File: src/rtl/spi_pkg.sv
// Shared types for the SPI transmit engine: FSM state encoding and SPI mode helpers.
package spi_pkg;

    typedef enum logic [2:0] {
        IDLE     = 3'd0,
        LOAD     = 3'd1,
        CAPTURE  = 3'd2,
        SHIFT    = 3'd3,
        COMPLETE = 3'd4
    } state_t;

    localparam logic [1:0] SPI_MODE0 = 2'b00;
    localparam logic [1:0] SPI_MODE1 = 2'b01;
    localparam logic [1:0] SPI_MODE2 = 2'b10;
    localparam logic [1:0] SPI_MODE3 = 2'b11;

    function automatic logic [1:0] spi_mode(input logic cpol, input logic cpha);
        return {cpol, cpha};
    endfunction

endpackage

File: src/rtl/spi_clk_gen.sv
// SCLK divider: toggles sclk every CLK_DIV cycles while enabled, parks at CPOL otherwise,
// and flags which toggle is the leading or trailing edge of the SPI clock.
module spi_clk_gen #(
    parameter int CLK_DIV = 2,
    parameter bit CPOL    = 1'b0
) (
    input  logic clk,
    input  logic rst_n,
    input  logic en_i,
    output logic sclk_o,
    output logic lead_edge_o,
    output logic trail_edge_o
);
    localparam int DIV_W = (CLK_DIV > 1) ? $clog2(CLK_DIV) : 1;

    logic [DIV_W-1:0] div_cnt_q, div_cnt_d;
    logic             sclk_q, sclk_d;
    logic             wrap;

    assign wrap = en_i && (div_cnt_q == DIV_W'(CLK_DIV - 1));

    always_comb begin
        div_cnt_d = div_cnt_q;
        sclk_d    = sclk_q;
        if (!en_i) begin
            div_cnt_d = '0;
            sclk_d    = CPOL;
        end else if (wrap) begin
            div_cnt_d = '0;
            sclk_d    = ~sclk_q;
        end else begin
            div_cnt_d = div_cnt_q + 1'b1;
        end
    end

    always_ff @(posedge clk or negedge rst_n) begin
        if (!rst_n) begin
            div_cnt_q <= '0;
            sclk_q    <= CPOL;
        end else begin
            div_cnt_q <= div_cnt_d;
            sclk_q    <= sclk_d;
        end
    end

    // Leaving the idle level is the leading edge; returning to it is the trailing edge.
    assign lead_edge_o  = wrap && (sclk_q == CPOL);
    assign trail_edge_o = wrap && (sclk_q != CPOL);
    assign sclk_o       = sclk_q;

endmodule

File: src/rtl/spi_tx_engine.sv
// FIFO-fed SPI master transmitter with configurable width, divider, CPOL/CPHA and bit order.
// Define SPI_TX_BURST_EN to send back-to-back words under a single chip select.
module spi_tx_engine
    import spi_pkg::*;
#(
    parameter int DATA_WIDTH = 8,
    parameter int CLK_DIV    = 2,
    parameter bit CPOL       = 1'b0,
    parameter bit CPHA       = 1'b0,
    parameter bit MSB_FIRST  = 1'b1
) (
    input  logic                  clk,
    input  logic                  rst_n,
    input  logic                  empty,
    input  logic                  full,
    input  logic [DATA_WIDTH-1:0] read_data,
    output logic                  read_en,
    output logic                  sclk,
    output logic                  mosi,
    output logic                  cs_n,
    output logic                  busy,
    output logic                  done
);
    localparam int         CNT_W         = $clog2(DATA_WIDTH);
    localparam logic [1:0] MODE          = spi_mode(CPOL, CPHA);
    localparam bit         SHIFT_ON_LEAD = (MODE == SPI_MODE1) || (MODE == SPI_MODE3);

    state_t                state_q, state_d;
    logic [DATA_WIDTH-1:0] shift_q, shift_d;
    logic [CNT_W-1:0]      bit_cnt_q, bit_cnt_d;
    logic                  first_q, first_d;
    logic                  mosi_q, mosi_d;
    logic                  cs_n_q, cs_n_d;
    logic                  lead_edge, trail_edge, shift_edge, fifo_ready;

    spi_clk_gen #(.CLK_DIV(CLK_DIV), .CPOL(CPOL)) u_clk_gen (
        .clk         (clk),
        .rst_n       (rst_n),
        .en_i        (state_q == SHIFT),
        .sclk_o      (sclk),
        .lead_edge_o (lead_edge),
        .trail_edge_o(trail_edge)
    );

    // empty && full is an illegal FIFO status; it is treated as empty.
    assign fifo_ready = !empty && !(empty && full);

    // With CPHA=1 the first leading edge only presents bit 0; no shift after the last bit.
    assign shift_edge = (bit_cnt_q != '0) &&
                        (SHIFT_ON_LEAD ? (lead_edge && !first_q) : trail_edge);

    always_comb begin
        state_d   = state_q;
        shift_d   = shift_q;
        bit_cnt_d = bit_cnt_q;
        first_d   = first_q;
        mosi_d    = mosi_q;
        cs_n_d    = cs_n_q;
        unique case (state_q)
            IDLE:    if (fifo_ready) state_d = LOAD;
            LOAD:    state_d = CAPTURE;
            CAPTURE: begin
                shift_d   = read_data;
                bit_cnt_d = CNT_W'(DATA_WIDTH - 1);
                first_d   = 1'b1;
                cs_n_d    = 1'b0;
                mosi_d    = MSB_FIRST ? read_data[DATA_WIDTH-1] : read_data[0];
                state_d   = SHIFT;
            end
            SHIFT: begin
                if (shift_edge) begin
                    shift_d   = MSB_FIRST ? (shift_q << 1) : (shift_q >> 1);
                    mosi_d    = MSB_FIRST ? shift_q[DATA_WIDTH-2] : shift_q[1];
                    bit_cnt_d = bit_cnt_q - 1'b1;
                end
                if (lead_edge) first_d = 1'b0;
                if (trail_edge && bit_cnt_q == '0) state_d = COMPLETE;
            end
            COMPLETE: begin
`ifdef SPI_TX_BURST_EN
                if (fifo_ready) begin
                    state_d = LOAD;
                end else begin
                    cs_n_d  = 1'b1;
                    state_d = IDLE;
                end
`else
                cs_n_d  = 1'b1;
                state_d = IDLE;
`endif
            end
            default: state_d = IDLE;
        endcase
    end

    always_ff @(posedge clk or negedge rst_n) begin
        if (!rst_n) begin
            state_q   <= IDLE;
            shift_q   <= '0;
            bit_cnt_q <= '0;
            first_q   <= 1'b0;
            mosi_q    <= 1'b0;
            cs_n_q    <= 1'b1;
        end else begin
            state_q   <= state_d;
            shift_q   <= shift_d;
            bit_cnt_q <= bit_cnt_d;
            first_q   <= first_d;
            mosi_q    <= mosi_d;
            cs_n_q    <= cs_n_d;
        end
    end

    assign read_en = (state_q == LOAD);
    assign done    = (state_q == COMPLETE);
    assign busy    = (state_q != IDLE);
    assign mosi    = mosi_q;
    assign cs_n    = cs_n_q;

endmodule
File: config.mk
export PLATFORM = sky130hd
export DESIGN_NAME = spi_tx_engine
export DESIGN_NICKNAME = d
export VERILOG_FILES = /design/src/rtl/spi_pkg.sv /design/src/rtl/spi_clk_gen.sv /design/src/rtl/spi_tx_engine.sv
export SDC_FILE = /design/constraint.sdc
export NUM_CORES = 1
export LEC_CHECK = 0
export CAP_MARGIN = 15
export CORE_MARGIN = 10
export CORE_UTILIZATION = 41
export DETAILED_ROUTE_END_ITERATION = 8
export PLACE_DENSITY = 0.69
export SLEW_MARGIN = 20
export SYNTH_ARGS = -nofsm -noshare
export SYNTH_HDL_FRONTEND = slang
export SYNTH_SLANG_ARGS = --single-unit
File: constraint.sdc
create_clock -name clk -period 1.7 [get_ports clk]
set_input_delay 0.34 -clock clk [delete_from_list [all_inputs] [get_ports clk]]
set_output_delay 0.34 -clock clk [all_outputs]
set_load 0.02 [all_outputs]
==> results by group <==
Run status
  • Run status: finished, final reports clean

Power and ir drop
  • Leakage: between 0.0005 and 0.0006 uW
  • Pwr/cell area: about 1700 nW/um2
  • Maximum VDD drop: between 1 and 1.5 mV

Clocking
  • Cts hold-fix bufs: 0
  • CTS buffer count: 3
  • H-tree levels: 1
  • Sink Count: 17
  • Worst-skew pair later-pin latency: around 0.28 ns
  • CTS tree: done
  • Maximum root-to-sink buffer count: 2
  • Clock slew at reported path FFs: approximately 0.09 ns
  • Root Driver: clkbuf_4

Drt
  • TritonRoute pass-1 iters: 3
  • Total Wirelength: 1770 um
  • Via density: roughly 5
  • Vias: between 600 and 700
  • Drt drc: 0
  • ANT nets after route: 0
  • Per-cell routed wire length: around 14 um
  • Starting DRT DRC Count: 17

Logic synthesis
  • Syn nets: 82
  • Synth async-reset ratio: 100%
  • Synth cell types: 29
  • Register area share after synthesis: between 40% and 50%
  • Avg Cell Area, Syn: ~13 um2
  • Synth Register Bits: 17
  • Most common cell in the netlist: dfrtp_1
  • Synth warnings: 0
  • Post-synth top flop: dfrtp_1
  • Mapped Cells: between 60 and 70
  • Yosys top cell by area: dfrtp_1
  • Post-synth EDFFs: 0
  • Top-area cell type share of the netlist area: between 40% and 50%
  • Largest cells by area after synthesis: dfrtp_1, mux2_2, o32ai_4
  • Commonest cells in the netlist: dfrtp_1, mux2_2, nor2_1, inv_1
  • Synth Cell Area: 872 um2

Setup path
  • Chain of cells forming the critical path: buf_4 -> nand3b_4 -> o32ai_4 -> buf_12 -> mux2_2
  • Critical path's slowest cell: dfrtp_1
  • Crit path largest cell delay: around 0.43 ns
  • Critical Path Fanout Max: 9
  • CP endpoint kind: flip-flop
  • Bufs and invs on worst path: 2
  • Crit path DAT: about 1.8 ns
  • Worst r2r src: state_q[2]
  • WS Path Type: reg -> reg
  • CP startpoint: state_q[2]
  • Kind of launch point of the worst setup path: flip-flop
  • CP top delay family: flip-flops
  • WP data required: 1.88 ns

Finish
  • Area Overhead vs Synth: 38.0%
  • Fin nets: around 120
  • Fillers: approximately 180
  • Layout cells sized above 1: a little over two fifths
  • Antenna cells: 0

STA
  • RSZ-0062 raised after global routing: yes
  • Slew @ Worst Pin: between 0.3 and 0.4 ns
  • Setup_tns: 0 ns
  • Tcrit/Tclk final: about 97%
  • Final count of hold timing violations: 0
  • Max-slew violations: 0
  • Hold Slack: 0.374 ns
  • Worst Skew: approximately 0.0015 ns
  • Slew HR: between 70% and 80%
  • Final Critical Period: approximately 1.6 ns
  • Fin worst setup slack: 0.0558 ns
  • Setup violators final: 0
  • Maximum clock frequency: between 600 and 700 MHz

Floorplan
  • Starting Density: between 40 and 50%
  • Die ar.: approximately 4400 um2
  • Boundary Pins: 18
  • Die Height: about 66 um
  • Placeable Area: approximately 2000 um2
  • Cell Rows: 16
  • Die Wd: around 66 um

Placed design
  • I/O Buffers: 16
  • Post-DP HPWL: 1350 um
  • Placer Congestion: 0.789
  • Pre-CTS WS: -0.00312 ns

Global route
  • First-pass GRT wire length: a little over 3000 um
  • GRT Total Usage: 9.03%
  • Number of global-route vias before repair: 670
  • Largest net degree at the start of global routing: 18
  • Grt ovf: 0
  • Initial antenna violation count: 0

Min path
  • Tightest Hold Check Type: in -> async

Job
  • Max_cap viols: 0
==> layout make-up <==
class | count | area (um2) | area share [%]
well taps | 27 | 33.8 | 2.81
inverters | 3 | 11.3 | 0.936
clock buffers | 4 | 26.3 | 2.18
multi-input cells | 45 | 423 | 35.1
flip-flops and latches | 17 | 428 | 35.6
repair buffers | 31 | 282 | 23.4
==> cell usage in the layout (no fill, tap or decap), drive strengths merged, types with 2 or more instances in the layout <==
cell type      synthesis  routed
a21oi                  2       2
buf                    3      16
clkbuf                 0       5
clkdlybuf4s50          0      11
dfrtp                 16      16
ha                     2       2
inv                    3       3
mux2                  14      14
nand2                  2       2
nor2                   4       4
nor2b                  2       2
nor3b                  2       2
o32ai                  3       3
==> cell families (layout without fill, tap and decap cells) <==
logic type      Yosys count  count (layout)  synth area share, %
mux                      14              14                 18.1
xor+xnor                  1               1                 1.00
fa+ha+maj                 2               2                 2.87
flops                    17              17                 48.9
compound gates            9               9                 10.2
buf+inv                   6              38                 4.02
simple gates             19              19                 14.9
==> routing by layer <==
layer / vias up / track usage (%) / routed length [um]
met3: 4 / 2.20 / 60
met2: 8 / 14.4 / 906
met1: 315 / 10.0 / 749
li1: 312 / - / -
met4: 0 / 7.07 / 55
met5: - / 0 / 0
==> state kept, by name, indices dropped and copies added, names as in the netlist <==
register             count
shift_q                  7
mosi                     1
bit_cnt_q                3
u_clk_gen.sclk_o         1
state_q                  3
cs_n                     1
u_clk_gen.div_cnt_q      1
==> what timing repair did <==
| item | CTS | global route |
|---|---|---|
| buffers inserted | 1 | 1 |
| resized for setup | 9 | 10 |
| endpoints found under the setup margin | 4 | 12 |
| gates cloned | 0 | 0 |
==> final timing paths <==
| kind | to | slack [ns] | cells past startpoint |
|---|---|---|---|
| min in group clk | u_clk_gen.div_cnt_q | 0.50 | 1 |
| worst max register to register | shift_q[3] | 0.06 | 5 |
| max in group asynchronous | cs_n | 1.07 | 2 |
| worst max-delay path | shift_q[3] | 0.06 | 5 |
| worst min-delay path | state_q[0] | 0.37 | 2 |
| worst min register to register | u_clk_gen.div_cnt_q | 0.50 | 1 |
==> per-stage QoR <==
| stage | power, uW | std cells | instance area, um2 | util (%) |
|---|---|---|---|---|
| finish | 2070 | 127 | 1200 | 60.1 |
| CTS | 2070 | 126 | 1190 | 59.3 |
| floorplan | 1420 | 68 | 872 | - |
| global placement | 1830 | 121 | 1150 | 57.6 |
| global route | 2240 | 127 | 1200 | 60.1 |
| detailed placement | 1870 | 121 | 1150 | 57.6 |
==> power breakdown <==
part / internal [uW] / total (uW) / switching, uW / leakage [uW]
Combinational: 691 / 1160 / 468 / 0.000319
Clock: 91.1 / 212 / 121 / 0.0000150
Sequential: 578 / 699 / 121 / 0.000204
Power figures use the tool's default switching activity.
